--- src/rtl/filter_stream_ctrl.sv ---
`timescale 1ns/1ps
// Stream controller for the 3x3 line-buffer filter: loads pixel rows into the filter,
// sweeps its cursor and emits filtered pixels. Define FILTER_CTRL_PERF_EN for stall_cnt.
module filter_stream_ctrl #(
    parameter int LINE_LEN    = 240,
    parameter int FRAME_LINES = 320,
    parameter int RD_LAT      = 2
) (
    input  logic        clk,
    input  logic        reset_n,
    input  logic        frame_start,
    input  logic [15:0] s_data,
    input  logic        s_valid,
    output logic        s_ready,
    output logic [15:0] m_data,
    output logic        m_valid,
    input  logic        m_ready,
    output logic        m_eol,
    output logic        m_eof,
    output logic [15:0] f_d_in,
    output logic        f_wren,
    output logic [9:0]  f_cursor,
    input  logic [15:0] f_d_out,
    output logic        busy,
    output logic        frame_done
`ifdef FILTER_CTRL_PERF_EN
    ,
    output logic [31:0] stall_cnt
`endif
);

    typedef enum logic [2:0] {IDLE, LOAD, GAP, SWEEP, DONE} state_t;

    localparam logic [9:0] COL_LAST = 10'(LINE_LEN - 1);
    localparam logic [9:0] COL_END  = 10'(LINE_LEN);
    localparam logic [9:0] ROW_LAST = 10'(FRAME_LINES - 1);
    localparam int         WAIT_W   = (RD_LAT > 1) ? $clog2(RD_LAT) : 1;
    localparam logic [WAIT_W-1:0] WAIT_LAST = WAIT_W'(RD_LAT - 1);

    state_t            state;
    state_t            next_state;
    logic [9:0]        col;
    logic [9:0]        row;
    logic              gap_sweep;
    logic [WAIT_W-1:0] wait_cnt;

    logic s_accept;
    logic m_accept;
    logic border_col;
    logic sweep_end;

    assign s_ready    = (state == LOAD) && (col != COL_END);
    assign s_accept   = s_valid && s_ready;
    assign m_accept   = m_valid && m_ready;
    assign border_col = (col == 10'd0) || (col == COL_LAST);
    assign sweep_end  = (state == SWEEP) && m_accept && (col == COL_LAST);
    assign busy       = (state == LOAD) || (state == GAP) || (state == SWEEP);
    assign frame_done = (state == DONE);

    // NOTE: state and datapath registers use non-blocking assignments so every
    // flop samples the pre-edge values, independent of block ordering.
    always_ff @(posedge clk or negedge reset_n) begin
        if (!reset_n) begin
            state <= IDLE;
        end else begin
            state <= next_state;
        end
    end

    // NOTE: next_state gets a default before the case so no path leaves it
    // unassigned, which would otherwise infer a latch.
    always_comb begin
        next_state = state;
        unique case (state)
            IDLE:    if (frame_start) next_state = LOAD;
            LOAD:    if (col == COL_END) next_state = GAP;
            GAP:     next_state = gap_sweep ? SWEEP : LOAD;
            SWEEP:   if (sweep_end) next_state = (row == ROW_LAST) ? DONE : GAP;
            DONE:    next_state = IDLE;
            default: next_state = IDLE;
        endcase
    end

    always_ff @(posedge clk or negedge reset_n) begin
        if (!reset_n) begin
            col       <= '0;
            row       <= '0;
            gap_sweep <= 1'b0;
            wait_cnt  <= '0;
            f_d_in    <= '0;
            f_wren    <= 1'b0;
            f_cursor  <= '0;
            m_data    <= '0;
            m_valid   <= 1'b0;
            m_eol     <= 1'b0;
            m_eof     <= 1'b0;
        end else begin
            unique case (state)
                IDLE: begin
                    col       <= '0;
                    row       <= '0;
                    gap_sweep <= 1'b0;
                    f_wren    <= 1'b0;
                end
                LOAD: begin
                    // f_wren stays high across s_valid gaps so the filter sees
                    // one rising edge per row; the held word is simply rewritten.
                    if (s_accept) begin
                        f_d_in   <= s_data;
                        f_cursor <= col;
                        f_wren   <= 1'b1;
                        col      <= col + 10'd1;
                    end else if (col == COL_END) begin
                        f_wren    <= 1'b0;
                        col       <= '0;
                        gap_sweep <= (row >= 10'd2);
                    end
                end
                GAP: begin
                    if (!gap_sweep) begin
                        row <= row + 10'd1;
                    end
                    f_cursor <= '0;
                    wait_cnt <= '0;
                end
                SWEEP: begin
                    if (m_valid) begin
                        if (m_ready) begin
                            m_valid  <= 1'b0;
                            m_eol    <= 1'b0;
                            m_eof    <= 1'b0;
                            wait_cnt <= '0;
                            if (col == COL_LAST) begin
                                col       <= '0;
                                gap_sweep <= 1'b0;
                            end else begin
                                col      <= col + 10'd1;
                                f_cursor <= col + 10'd1;
                            end
                        end
                    end else if (border_col) begin
                        // Border columns have no full 3x3 window and output black.
                        m_data  <= '0;
                        m_valid <= 1'b1;
                        m_eol   <= (col == COL_LAST);
                        m_eof   <= (col == COL_LAST) && (row == ROW_LAST);
                    end else if (wait_cnt == WAIT_LAST) begin
                        m_data  <= f_d_out;
                        m_valid <= 1'b1;
                    end else begin
                        wait_cnt <= wait_cnt + WAIT_W'(1);
                    end
                end
                DONE: begin
                    col <= '0;
                    row <= '0;
                end
                default: begin
                    col <= '0;
                    row <= '0;
                end
            endcase
        end
    end

`ifdef FILTER_CTRL_PERF_EN
    always_ff @(posedge clk or negedge reset_n) begin
        if (!reset_n) begin
            stall_cnt <= '0;
        end else if ((state == IDLE) && frame_start) begin
            stall_cnt <= '0;
        end else if (m_valid && !m_ready && (stall_cnt != '1)) begin
            stall_cnt <= stall_cnt + 32'd1;
        end
    end
`endif

endmodule

--- config.mk ---
export PLATFORM = sky130hd
export DESIGN_NAME = filter_stream_ctrl
export DESIGN_NICKNAME = d
export VERILOG_FILES = /design/src/rtl/filter_stream_ctrl.sv
export SDC_FILE = /design/constraint.sdc
export NUM_CORES = 1
export LEC_CHECK = 0
export ABC_AREA = 1
export BUFFER_PORTS_ARGS = -buffer_cell sky130_fd_sc_hd__buf_2
export CORE_MARGIN = 3
export CORE_UTILIZATION = 50
export CTS_BUF_LIST = sky130_fd_sc_hd__clkbuf_8
export DETAILED_ROUTE_END_ITERATION = 10
export PLACE_DENSITY_LB_ADDON = 0.05
export SYNTH_ARGS = -nofsm -noshare
export SYNTH_HDL_FRONTEND = slang
export SYNTH_SLANG_ARGS = --single-unit
export TNS_END_PERCENT = 100
--- constraint.sdc ---
create_clock -name clk -period 1.7 [get_ports clk]
set_clock_uncertainty 0.05 [all_clocks]
set_input_delay 0.425 -clock clk [delete_from_list [all_inputs] [get_ports clk]]
set_output_delay 0.425 -clock clk [all_outputs]
set_load 0.005 [all_outputs]
==> metrics list, run 1 <==
- Status: finished with violations
* Failing checks: negative setup slack
* Sequential Power Share: 0.324
- Transition at the pin with the smallest max-transition slack: between 600 and 700 ps
- After clock tree synthesis, the clock-pin slew on the worst setup and hold paths is around 80 ps.
- Worst Setup Slack, final: -301 ps
- The placed instances occupy a cell area of 0.00439 mm2.
- The number of max-slew violations in the final report was 0.
- For this configuration, the core starts out at a cell density of 0.529.
- At the worst endpoint, the required time is around 1900 ps.
* Worst path arrival time: between 2000 and 2500 ps
* Hold buffers post-CTS: 0
- Routability-driven placement finished with a final weighted congestion of ~0.86.
- From left edge to right edge, the die measures roughly 92 um.
- The tightest hold path in the finished design has a slack of 39.5 ps.
- For this block, the routed nets add up to around 10 mm of wire.
- The die is slightly above 90 um tall.
* Total iterations of the first detailed-routing run: 6
* PwrDens: 1570 mW/mm2
- The count of endpoints failing hold in the final timing report came to 0.
* Proportion of power drawn by combinational gates: 0.504
- Antenna violations before repair: 0
* R2r endpoint: state[0]
* VDD IR-drop max: roughly 0.84 mV
- Dividing the detail-routed via count by the number of cells gives 5.23.
* TritonCTS clock tree: yes
- Number of diodes: 0
- Type of origin of the critical path: flop
* Routed vias: about 3,700
- CP Class: reg -> reg
- Reg-to-reg setup timing slack: -300 ps
* Type of destination of the critical path: flop
- Root buffer cell: clkbuf_8
- Layout Nets: 656
- TritonCTS Buffers: 9
* Time the final worst path needs with I/O delays and setup: roughly 2000 ps
- Across every metal layer, demand over resource in global routing totals 0.234.
- Max-cap viol count: 0
* Net switching power of the design: roughly 3.4 mW
* Number of clock sinks: 71
- Area Overhead vs Synth: 37.1%
- The worst register-to-register path begins at col[1].
- Residual DRC count: 0
- Entering global routing, the biggest net connects between 70 and 80 pins.
* Count of state elements after synthesis: a little over 70
- In the finished design, the share of the clock period the worst path needs comes to 1.18.
- Summed negative setup slack over all endpoints: -8970 ps
* Setup-failing EPs final: between 60 and 70
- Total die area: about 0.0084 mm2
* FILL cells: 535
- Maximum clock rate: roughly 0.5 GHz
- Total of buffers placed on input and output ports: 85
- Yosys mapped the design onto 32 distinct sky130hd cell types.
- The min-delay analysis places its worst path in the category in -> async.
- Count of mapped cells out of synthesis: around 480
- Tot Pwr: between 7 and 8 mW
* Wire per inst: 14.6 um
- Core region area: around 0.0070 mm2
- Number of levels the H-tree was split into: 3
- For this block, the initial DRC count from the detailed router was roughly 240.
- Boundary Pins: 86
- Area of the mapped netlist: around 0.0037 mm2
- Once layout is complete, the utilization of the core stands at 0.725.
* Final instance area: between 0.005 and 0.006 mm2
- Clock latency on the worst-skew pair, taken at its later pin, is about 350 ps.
- Along the worst path, the maximum fanout reaches 4.
- After legalization and detailed placement, the total HPWL measured 6.60 mm.
- Global route overflow: 0
- The detail route stage leaves a number of antenna-violating nets equal to 0.
- In the final layout, the share of cells above drive strength 1 is 0.356.
- Synthesis produced a netlist with a net count of between 500 and 600.
- In this run the mean area of a mapped cell was slightly below 8 um2.
* Leakage power figure: roughly 2.8 nW
* Switch share: 0.426
* Number of rows created at floorplan: 30
- Measured against its own limit, the worst slew margin works out to 0.569.
- Cell internal power was estimated by the tool at ~4.6 mW.
- Sequential cell area fraction in the yosys report: 0.481
* Setup repair after global routing missed its margin: yes
- Of the total power, the clock network draws 0.172.
- Counting along the longest clock path gives a buffer depth of 2.
- The first global-routing pass estimated about 16 mm of wire.
- Cell depth of the worst flop-to-flop path: 11
* Commonest cells after routing, fill and taps aside: nand2_1, buf_2, dfrtp_1
- Yosys printed 0 warnings.
* Number of global-route vias before repair: approximately 3,400
- The library cell used most frequently in the layout, excluding fill and tap cells, is nand2_1.
[cells by family after synthesis]
logic type      synth area share
flops                      0.481
xor+xnor                  0.0119
buf+inv                   0.0702
compound gates            0.0461
simple gates               0.377
fa+ha+maj                 0.0136
[cell usage after synthesis (all sizes together)]
master  instances  area, um2
a21oi           5       28.8
a22o            1       8.76
buf            12       85.1
clkbuf          1       3.75
clkinv          1       8.76
dfrtp          71       1780
ha              4       50.1
inv            43        161
nand2         195        747
nand3          50        313
nand3b          2       15.0
nand4          24        150
nor2           30        125
nor3            4       20.0
o21ai          20        100
o22ai           4       25.0
o31ai           1       7.51
or2             3       21.3
xor2            5       43.8
[metal layers]
layer / vias up / share of wire / track usage
li1: 1815 / - / -
met1: 1751 / 0.42 / 0.310
met2: 153 / 0.49 / 0.382
met3: 24 / 0.067 / 0.0533
met4: 0 / 0.022 / 0.0780
met5: - / 0 / 0
[per-stage QoR]
| stage | cells | worst slack (ps) |
|---|---|---|
| finish | 716 | -301 |
| global route | 716 | -408 |
| CTS | 700 | -265 |
| detailed placement | 671 | -51.8 |
| global placement | 671 | -30.8 |
| floorplan | 476 | 68.3 |
[timing repair]
| item | 4_1_cts | 5_1_grt |
|---|---|---|
| setup buffers | 13 | 10 |
| resized for setup | 21 | 50 |
| endpoints found under the setup margin | 23 | 65 |
| gates cloned | 0 | 6 |
| pin swaps | 5 | 10 |
| endpoints found under the hold margin | 0 | 0 |
[power by group through the flow]
stage	clock [mW]	combinational, mW	sequential [mW]
final	1.37	4.01	2.57
after global routing	1.47	4.36	2.63
after CTS	1.39	3.32	2.56
after detailed placement	0	3.05	2.58
after global placement	0	2.98	2.57
after floorplan	0	1.77	2.57
[worst max-delay path, stage by stage (launching register included)]
cell and delay (ps):
dfrtp_1 360, buf_4 110, buf_4 110, ha_2 200, nand3_1 130, nor2_2 170
nand2_2 130, nand2_4 150, buf_4 140, nand2_1 90, nor2_2 160, a21oi_1 90
[sequential cells by signal, summed over array words and instances, names as in the netlist]
name       cells
wait_cnt       1
m_eol          1
f_d_in        16
row           10
m_data        16
f_cursor      10
m_valid        1
col           10
f_wren         1
gap_sweep      1
m_eof          1
state          3
[area by class of cell]
class	instances	area, um2	area share
clock buffer	9	124	0.0245
multi-input combinational	351	1860	0.368
tap	96	120	0.0237
timing repair buffer	136	896	0.177
clock inverter	7	73.8	0.0146
timing repair inverter	2	17.5	0.00346
sequential	71	1780	0.352
inverter	44	188	0.0371
[worst max path at each step]
stage,from,to,slack [ps],depth (start not counted)
after CTS,col[1],s_ready,-260,8
after global placement,col[1],s_ready,-30,8
after global routing,col[1],state[1],-410,12
after floorplan,col[0],m_data[4],70,9
after detailed placement,col[1],s_ready,-50,8
final,col[1],state[0],-300,11
Power figures use the tool's default switching activity.
==> run 2, diff against run 1 <==
CORE_UTILIZATION = 55   (was 50)
CTS_CLUSTER_DIAMETER = 30   (was not set)
clock period = 1.91 ns   (was 1.7 ns; I/O delays follow)
==> metrics list, run 2 (synthesis results as in run 1) <==
* Status: finished with violations (unchanged)
* Failing checks: negative setup slack (unchanged)
* Hold crit path type: in -> async (unchanged)
* Routed vias: 3,568 (was 3,743)
- The row count is 29 (was 30).
- The launching point of the worst reg2reg path is col[1] (unchanged).
- The number of port buffers was 85 (unchanged).
* Total half-perimeter wirelength after legalization and detailed placement: 6.37 mm (was 6.60 mm)
- Register area: 0.00178 mm2 (unchanged)
- GRT Resource Usage Total: 0.242 (was 0.234)
* Wire per inst: 13.9 um (was 14.6 um)
* Area of combinational cells with multiple inputs: 0.00171 mm2 (was 0.00186 mm2)
- Share of cells above drive strength 1: 0.277 (was 0.356)
* Transition at the pin with the smallest max-transition slack: 665 ps (was 646 ps)
- Area Overhead vs Synth: 24.6% (was 37.1%)
* Data required time at the worst endpoint: 1380 ps (was 1890 ps)
* Root buffer cell: clkbuf_8 (unchanged)
- Commonest cells after routing, fill and taps aside: nand2_1, buf_2, dfrtp_1 (unchanged).
- Timing endpoint of the critical path: s_ready (was state[0])
- The reported net switching power came to 2.61 mW (was 3.39 mW).
- The total design power was 6.43 mW (was 7.95 mW).
- Initial core utilization: 0.575 (was 0.529)
* Reg-to-reg setup timing slack: 40 ps (was -300 ps)
* Commonest non-fill, non-tap cell in the layout: nand2_1 (unchanged)
- The I/O pin count came to 86 (unchanged).
- The clock latency on the worst-skew pair is 350 ps (about the same).
- FILL cells: 511 (was 535)
- The number of buffers between clock root and the deepest sink is 2 (unchanged).
- Proportion of power drawn by combinational gates: 0.434 (was 0.504)
* Global route overflow: 0 (unchanged)
* Cell depth of the worst flop-to-flop path: 12 (was 11)
- Setup repair after global routing missed its margin: yes (unchanged).
- The first-pass GRT wire length came to 14.5 mm (was 15.9 mm).
- The register share of total power came to 0.358 (was 0.324).
- The clock tree from TritonCTS is yes (unchanged).
- Largest registers ranked by flip-flop count: f_d_in x16, m_data x16 (unchanged).
* Number of clock sinks: 71 (unchanged)
- The number of H-tree levels came to 3 (unchanged).
- Type of origin of the critical path: flop (unchanged)
- Worst path arrival time: 1520 ps (was 2190 ps)
- The total of endpoints with negative setup slack in the final report was 1 (was 63).
- Layout Nets: 621 (was 656)
- The initial DRC count was 208 (was 237).
- For this run, the top clock speed supported by timing is about 0.49 GHz.
* Type of destination of the critical path: output pin (was flop)
- The startpoint-to-endpoint class of the critical path was reg -> out (was reg -> reg).
- The first-pass detailed-route iteration total came to 5 (was 6).
- Worst slew margin relative to its limit: 0.556 (was 0.569)
* Time the final worst path needs with I/O delays and setup: a little over 2000 ps
- Number of hold-slack violations in the final timing report: 0 (unchanged)
- The area of the core came to 0.00642 mm2 (was 0.00698 mm2).
- Max-cap viol count: 0 (unchanged)
- Internal power: 3.82 mW (was 4.56 mW)
- CP Launch Point: col[1] (unchanged)
- The endpoint of the worst-slack reg-to-reg timing path was col[1] (was state[0]).
* Pin count of the biggest net entering global routing: 72 (unchanged)
- The number of global-route vias before repair was 3,187 (was 3,377).
- The final RePlAce weighted congestion is 0.910 (was 0.859).
* Summed negative setup slack over all endpoints: -142 ps (was -8970 ps)
- The largest fanout on the critical path was 3 (was 4).
- Of the available clock period, the critical path in the final layout requires 1.07.
- The power density relative to cell area is 1400 mW/mm2 (was 1570 mW/mm2).
- Wirelength, routed: 9.19 mm (was 10.4 mm)
- Die width: 87.9 um (was 91.9 um)
- The maximum VDD drop was 0.794 mV (was 0.841 mV).
* Post-route ant nets: 0 (unchanged)
* Leakage power figure: 2.60 nW (was 2.80 nW)
- The number of buffers created by CTS came to 9 (unchanged).
* Clk pin slew, worst setup/hold paths: 80 ps (about the same)
- The number of remaining DRC errors was 0 (unchanged).
- The antenna diode count was 0 (unchanged).
- Final max-slew violation count: 0 (unchanged)
* Antenna violations before repair: 0 (unchanged)
- Vias per cell: 5.39 (was 5.23)
- Height of the die: 87.9 um (was 91.9 um)
- Share of total power in the clock network: 0.208 (was 0.172)
- The area of the die was 0.00773 mm2 (was 0.00845 mm2).
- Switch share: 0.406 (was 0.426)
- Worst Setup Slack, final: -142 ps (was -301 ps)
## run 2: changes by cell type in the layout (fill, tap and decap cells not counted), moves of 3 or more
cell,previous run,this run
nor2_2,7,4
buf_6,6,1
nand2_4,8,2
inv_1,33,37
buf_4,41,18
nand3_1,36,39
nand2_1,181,188
## run 2: routing by layer
metal / up-vias / part of all wire / track usage
met5: - / 0 / 0
met3: 25 / 0.065 / 0.0470
li1: 1739 / - / -
met4: 0 / 0.028 / 0.124
met1: 1662 / 0.42 / 0.316
met2: 142 / 0.48 / 0.386
## run 2: timing repair
item,CTS,global route
hold buffers,0,0
hold endpoints to repair,0,0
buffers inserted,2,6
gates resized for setup,6,14
endpoints found under the setup margin,17,23
pin swaps,0,4
## run 2: area by class of cell
cell class | count | share of cell area
repair buffers | 106 | 0.136
inverters | 44 | 0.0370
clock inverters | 7 | 0.0209
multi-input cells | 348 | 0.371
clock buffers | 9 | 0.0269
well taps | 77 | 0.0209
flip-flops and latches | 71 | 0.387
## run 2: per-stage QoR
stage	utilization	hold WS [ps]	std cells	worst slack [ps]	instance area, um2
after global routing	0.716	99.6	662	-198	4600
after global placement	0.661	407	638	71.8	4250
final	0.716	78.3	662	-142	4600
after detailed placement	0.661	409	638	-48.4	4250
after CTS	0.700	93.8	656	-136	4500
after floorplan	-	132	476	278	3690
## run 2: critical path, cell delays in order (launching register included)
cell and delay (ps):
dfrtp_1 420, inv_2 100, ha_4 140, nand2_4 50, nor2_4 110, nand3_2 100, nand2_2 100, inv_2 50
buf_6 110
## run 2: how the worst min path moves through the flow
stage                 endpoint       start  slack (ps)  cells after the start
floorplan               col[0]     reset_n         130                      0
global placement    f_d_in[12]  f_d_in[12]         410                      2
detailed placement  f_d_in[13]  f_d_in[13]         410                      2
CTS                     row[8]     reset_n          90                      2
global route            row[8]     reset_n         100                      2
finish                  row[7]     reset_n          80                      2
## run 2: power groups by stage
stage	Clock [mW]	Sequential (mW)	Combinational [mW]
global route	1.43	2.37	3.09
global placement	0	2.30	2.47
floorplan	0	2.29	1.58
CTS	1.36	2.30	2.59
finish	1.34	2.30	2.79
detailed placement	0	2.32	2.53
==> run 3, diff against run 2 <==
ABC_AREA = not set   (was 1)
==> metrics list, run 3 <==
- Status: finished with violations (unchanged)
- Failing checks: negative setup slack (unchanged).
- The tightest hold margin is 67.8 ps (was 78.3 ps).
- The row count is 28 (was 29).
* FILL cells: 409 (was 511)
* Leakage power figure: 2.29 nW (was 2.60 nW)
* Peak fanout along the critical path: 3 (unchanged)
- The number of buffers created by CTS is 9 (unchanged).
- The half-perimeter wire length after detailed placement is 5.84 mm (was 6.37 mm).
- The count of endpoints failing hold in the final timing report is 0 (unchanged).
- Tot Pwr: 6.68 mW (was 6.43 mW)
- Clk pin slew, worst setup/hold paths: 80 ps (about the same)
- Total of buffers placed on input and output ports: 85 (unchanged)
- The final RePlAce weighted congestion is 0.865 (was 0.910).
- First-iteration detailed-routing DRC count: 156 (was 208)
* Synth top area share: 0.513 (was 0.481)
- The layout overhead on the synthesized area was 33.5% (was 24.6%).
* Syn_nets: 352 (was 517)
* Syn Area/Cell: 11.1 um2 (was 7.75 um2)
* Commonest cells after routing, fill and taps aside: buf_2, dfrtp_1, buf_4 (was nand2_1, buf_2, dfrtp_1)
- The post-layout utilization of the core came to 0.767 (was 0.716).
- The final standard cell area without fillers was 0.00462 mm2 (was 0.00460 mm2).
- The final global-route overflow total is 0 (unchanged).
- Time the final worst path needs with I/O delays and setup: 2070 ps (was 2050 ps)
* Number of synthesized flops with an enable pin: 0 (unchanged)
- GRT Resource Usage Total: 0.234 (was 0.242)
- The clock tree from TritonCTS is yes (unchanged).
- Maximum clock rate: 0.484 GHz (was 0.487 GHz)
- Cell type contributing the most total cell area after synthesis: dfrtp_1 (unchanged)
- Antenna violations before repair: 0 (unchanged)
* Worst Setup Slack, final: -158 ps (was -142 ps)
- The share of final-layout standard cells stronger than drive strength 1 is 0.458 (was 0.277).
- Post-Layout Cell Count: 520 (was 662)
* Register area: 0.00178 mm2 (unchanged)
- PwrDens: 1440 mW/mm2 (was 1400 mW/mm2)
- The worst endpoint data arrival time came to 1540 ps (was 1520 ps).
* Number of clock sinks: 71 (unchanged)
- Type of destination of the critical path: output pin (unchanged)
- Standard cell area after detailed placement: 0.00422 mm2 (was 0.00425 mm2)
- The final total negative setup slack was -180 ps (was -142 ps).
* Boundary Pins: 86 (unchanged)
- Top area cells in the synthesized netlist: dfrtp_1, mux2_2, a22o_1 (was dfrtp_1, nand2_1, nand3_1)
- The area of the mapped netlist is 0.00346 mm2 (was 0.00369 mm2).
* Number of global-route vias before repair: 2,837 (was 3,187)
- Area of combinational cells with multiple inputs: 0.00169 mm2 (was 0.00171 mm2)
- The most repeated cell in the gate-level netlist after synthesis is dfrtp_1 (was nand2_1).
- Yosys warns: 0 (unchanged)
- Sequential cell area fraction in the yosys report: 0.513 (was 0.481)
- Largest registers ranked by flip-flop count: f_d_in x16, m_data x16 (unchanged).
- Residual DRC count: 0 (unchanged)
* CP Class: reg -> out (unchanged)
- Commonest non-fill, non-tap cell in the layout: buf_2 (was nand2_1)
- The final cycle utilization of the critical path came to 1.08 (was 1.07).
- The count of nets left with antenna violations after detail routing was 0 (unchanged).
- The number of max-cap violations was 0 (unchanged).
- Final max-slew violation count: 0 (unchanged)
- Largest buffer count on any clock path: 2 (unchanged)
- The first-pass detailed-route iteration total was 4 (was 5).
* Type of origin of the critical path: flop (unchanged)
- Vias per cell: 5.73 (was 5.39)
* Setup-failing EPs final: 2 (was 1)
- The maximum VDD drop is 0.863 mV (was 0.794 mV).
- The unique cell type count in the Yosys netlist came to 50 (was 32).
* Cells after DPL: 493 (was 638)
* Transition at the pin with the smallest max-transition slack: 375 ps (was 665 ps)
* Pin count of the biggest net entering global routing: 72 (unchanged)
- The data required time at the worst endpoint came to 1380 ps (about the same).
- The number of vias after detailed routing is 2,980 (was 3,568).
- The first-pass GRT wire length came to 13.5 mm (was 14.5 mm).
- Insertion delay to the later sink of the worst-skew pair: 350 ps (about the same)
- Worst slew margin relative to its limit: 0.748 (was 0.556)
- The share of synthesized flip-flops with an asynchronous set or reset is 1.00 (unchanged).
- Die width: 85.4 um (was 87.9 um)
* Initial core utilization: 0.575 (about the same)
* Total die area: 0.00729 mm2 (was 0.00773 mm2)
- The register-to-register setup slack is 10 ps (was 40 ps).
- The number of storage elements in the synthesis netlist is 71 (unchanged).
* Wirelength, routed: 8.51 mm (was 9.19 mm)
* Prevailing post-synth register cell: dfrtp_1 (unchanged)
* Height of the die: 85.4 um (was 87.9 um)
- Most numerous cell types in the synthesized netlist: dfrtp_1, mux2_2, a22o_1, nand2_1, nor2_1 (was nand2_1, dfrtp_1, inv_1, nand3_1, nor2_1)
- The buffer type at the clock tree root is clkbuf_8 (unchanged).
- Hold crit path type: in -> async (unchanged)
- The number of H-tree levels came to 3 (unchanged).
- The number of nets in the final layout is 482 (was 621).
* Count of mapped cells out of synthesis: 311 (was 476)
- The worst-case setup slack after placement is -167 ps (was -48.4 ps).
- Core region area: 0.00603 mm2 (was 0.00642 mm2)
- The wire length per cell came to 16.4 um (was 13.9 um).
- The antenna diode count is 0 (unchanged).
- Setup repair after global routing missed its margin: yes (unchanged).
==> run 3: cell type report <==
| class | count | area share |
|---|---|---|
| Sequential cell | 71 | 0.385 |
| Multi-Input combinational cell | 217 | 0.365 |
| Inverter | 9 | 0.00758 |
| Clock inverter | 6 | 0.0133 |
| Tap cell | 75 | 0.0203 |
| Timing Repair Buffer | 133 | 0.182 |
| Clock buffer | 9 | 0.0268 |
==> run 3: path summary, 6_finish.rpt <==
| path | from | to | cells past startpoint |
|---|---|---|---|
| max | state[1] | s_ready | 4 |
| min | reset_n | row[3] | 2 |
| max in group asynchronous | reset_n | col[4] | 2 |
| max reg2reg | state[1] | col[2] | 6 |
| min reg2reg | f_d_in[4] | f_d_in[4] | 1 |
| min in group clk | f_d_out[10] | m_data[10] | 2 |
==> run 3: critical path: stages (launching register included) <==
cell and delay, ps:
dfrtp_1 420, or3b_4 400, a31o_4 230, inv_2 50, buf_2 100
==> run 3: repair_timing <==
action,CTS,global route
buffers inserted,5,7
hold buffers,0,0
gates cloned,0,0
endpoints found under the setup margin,29,38
gates resized for setup,8,21
pin swaps,2,5
==> run 3: power by group <==
| group | total, mW | leakage (nW) | switching, mW | internal, mW |
|---|---|---|---|---|
| Clock | 1.16 | 0.0953 | 0.567 | 0.593 |
| Sequential | 2.39 | 0.926 | 0.372 | 2.02 |
| Combinational | 3.13 | 1.27 | 1.52 | 1.60 |
==> run 3: logic make-up (layout without fill, tap and decap cells) <==
kind of cell	count (synthesis)	count (layout)	share of synthesized area
adders and majority gates	4	4	0.0145
AOI/OAI and AO/OA	85	85	0.184
DFF	71	71	0.513
xor gates and xnor gates	9	9	0.0228
muxes	27	27	0.0878
buffers and inverters	23	157	0.0372
and+or+nand+nor	92	92	0.141
==> run 3: per-layer routing <==
metal	part of all wire	track usage
met1	0.42	0.300
met2	0.50	0.385
met3	0.056	0.0621
met4	0.018	0.0791
met5	0	0
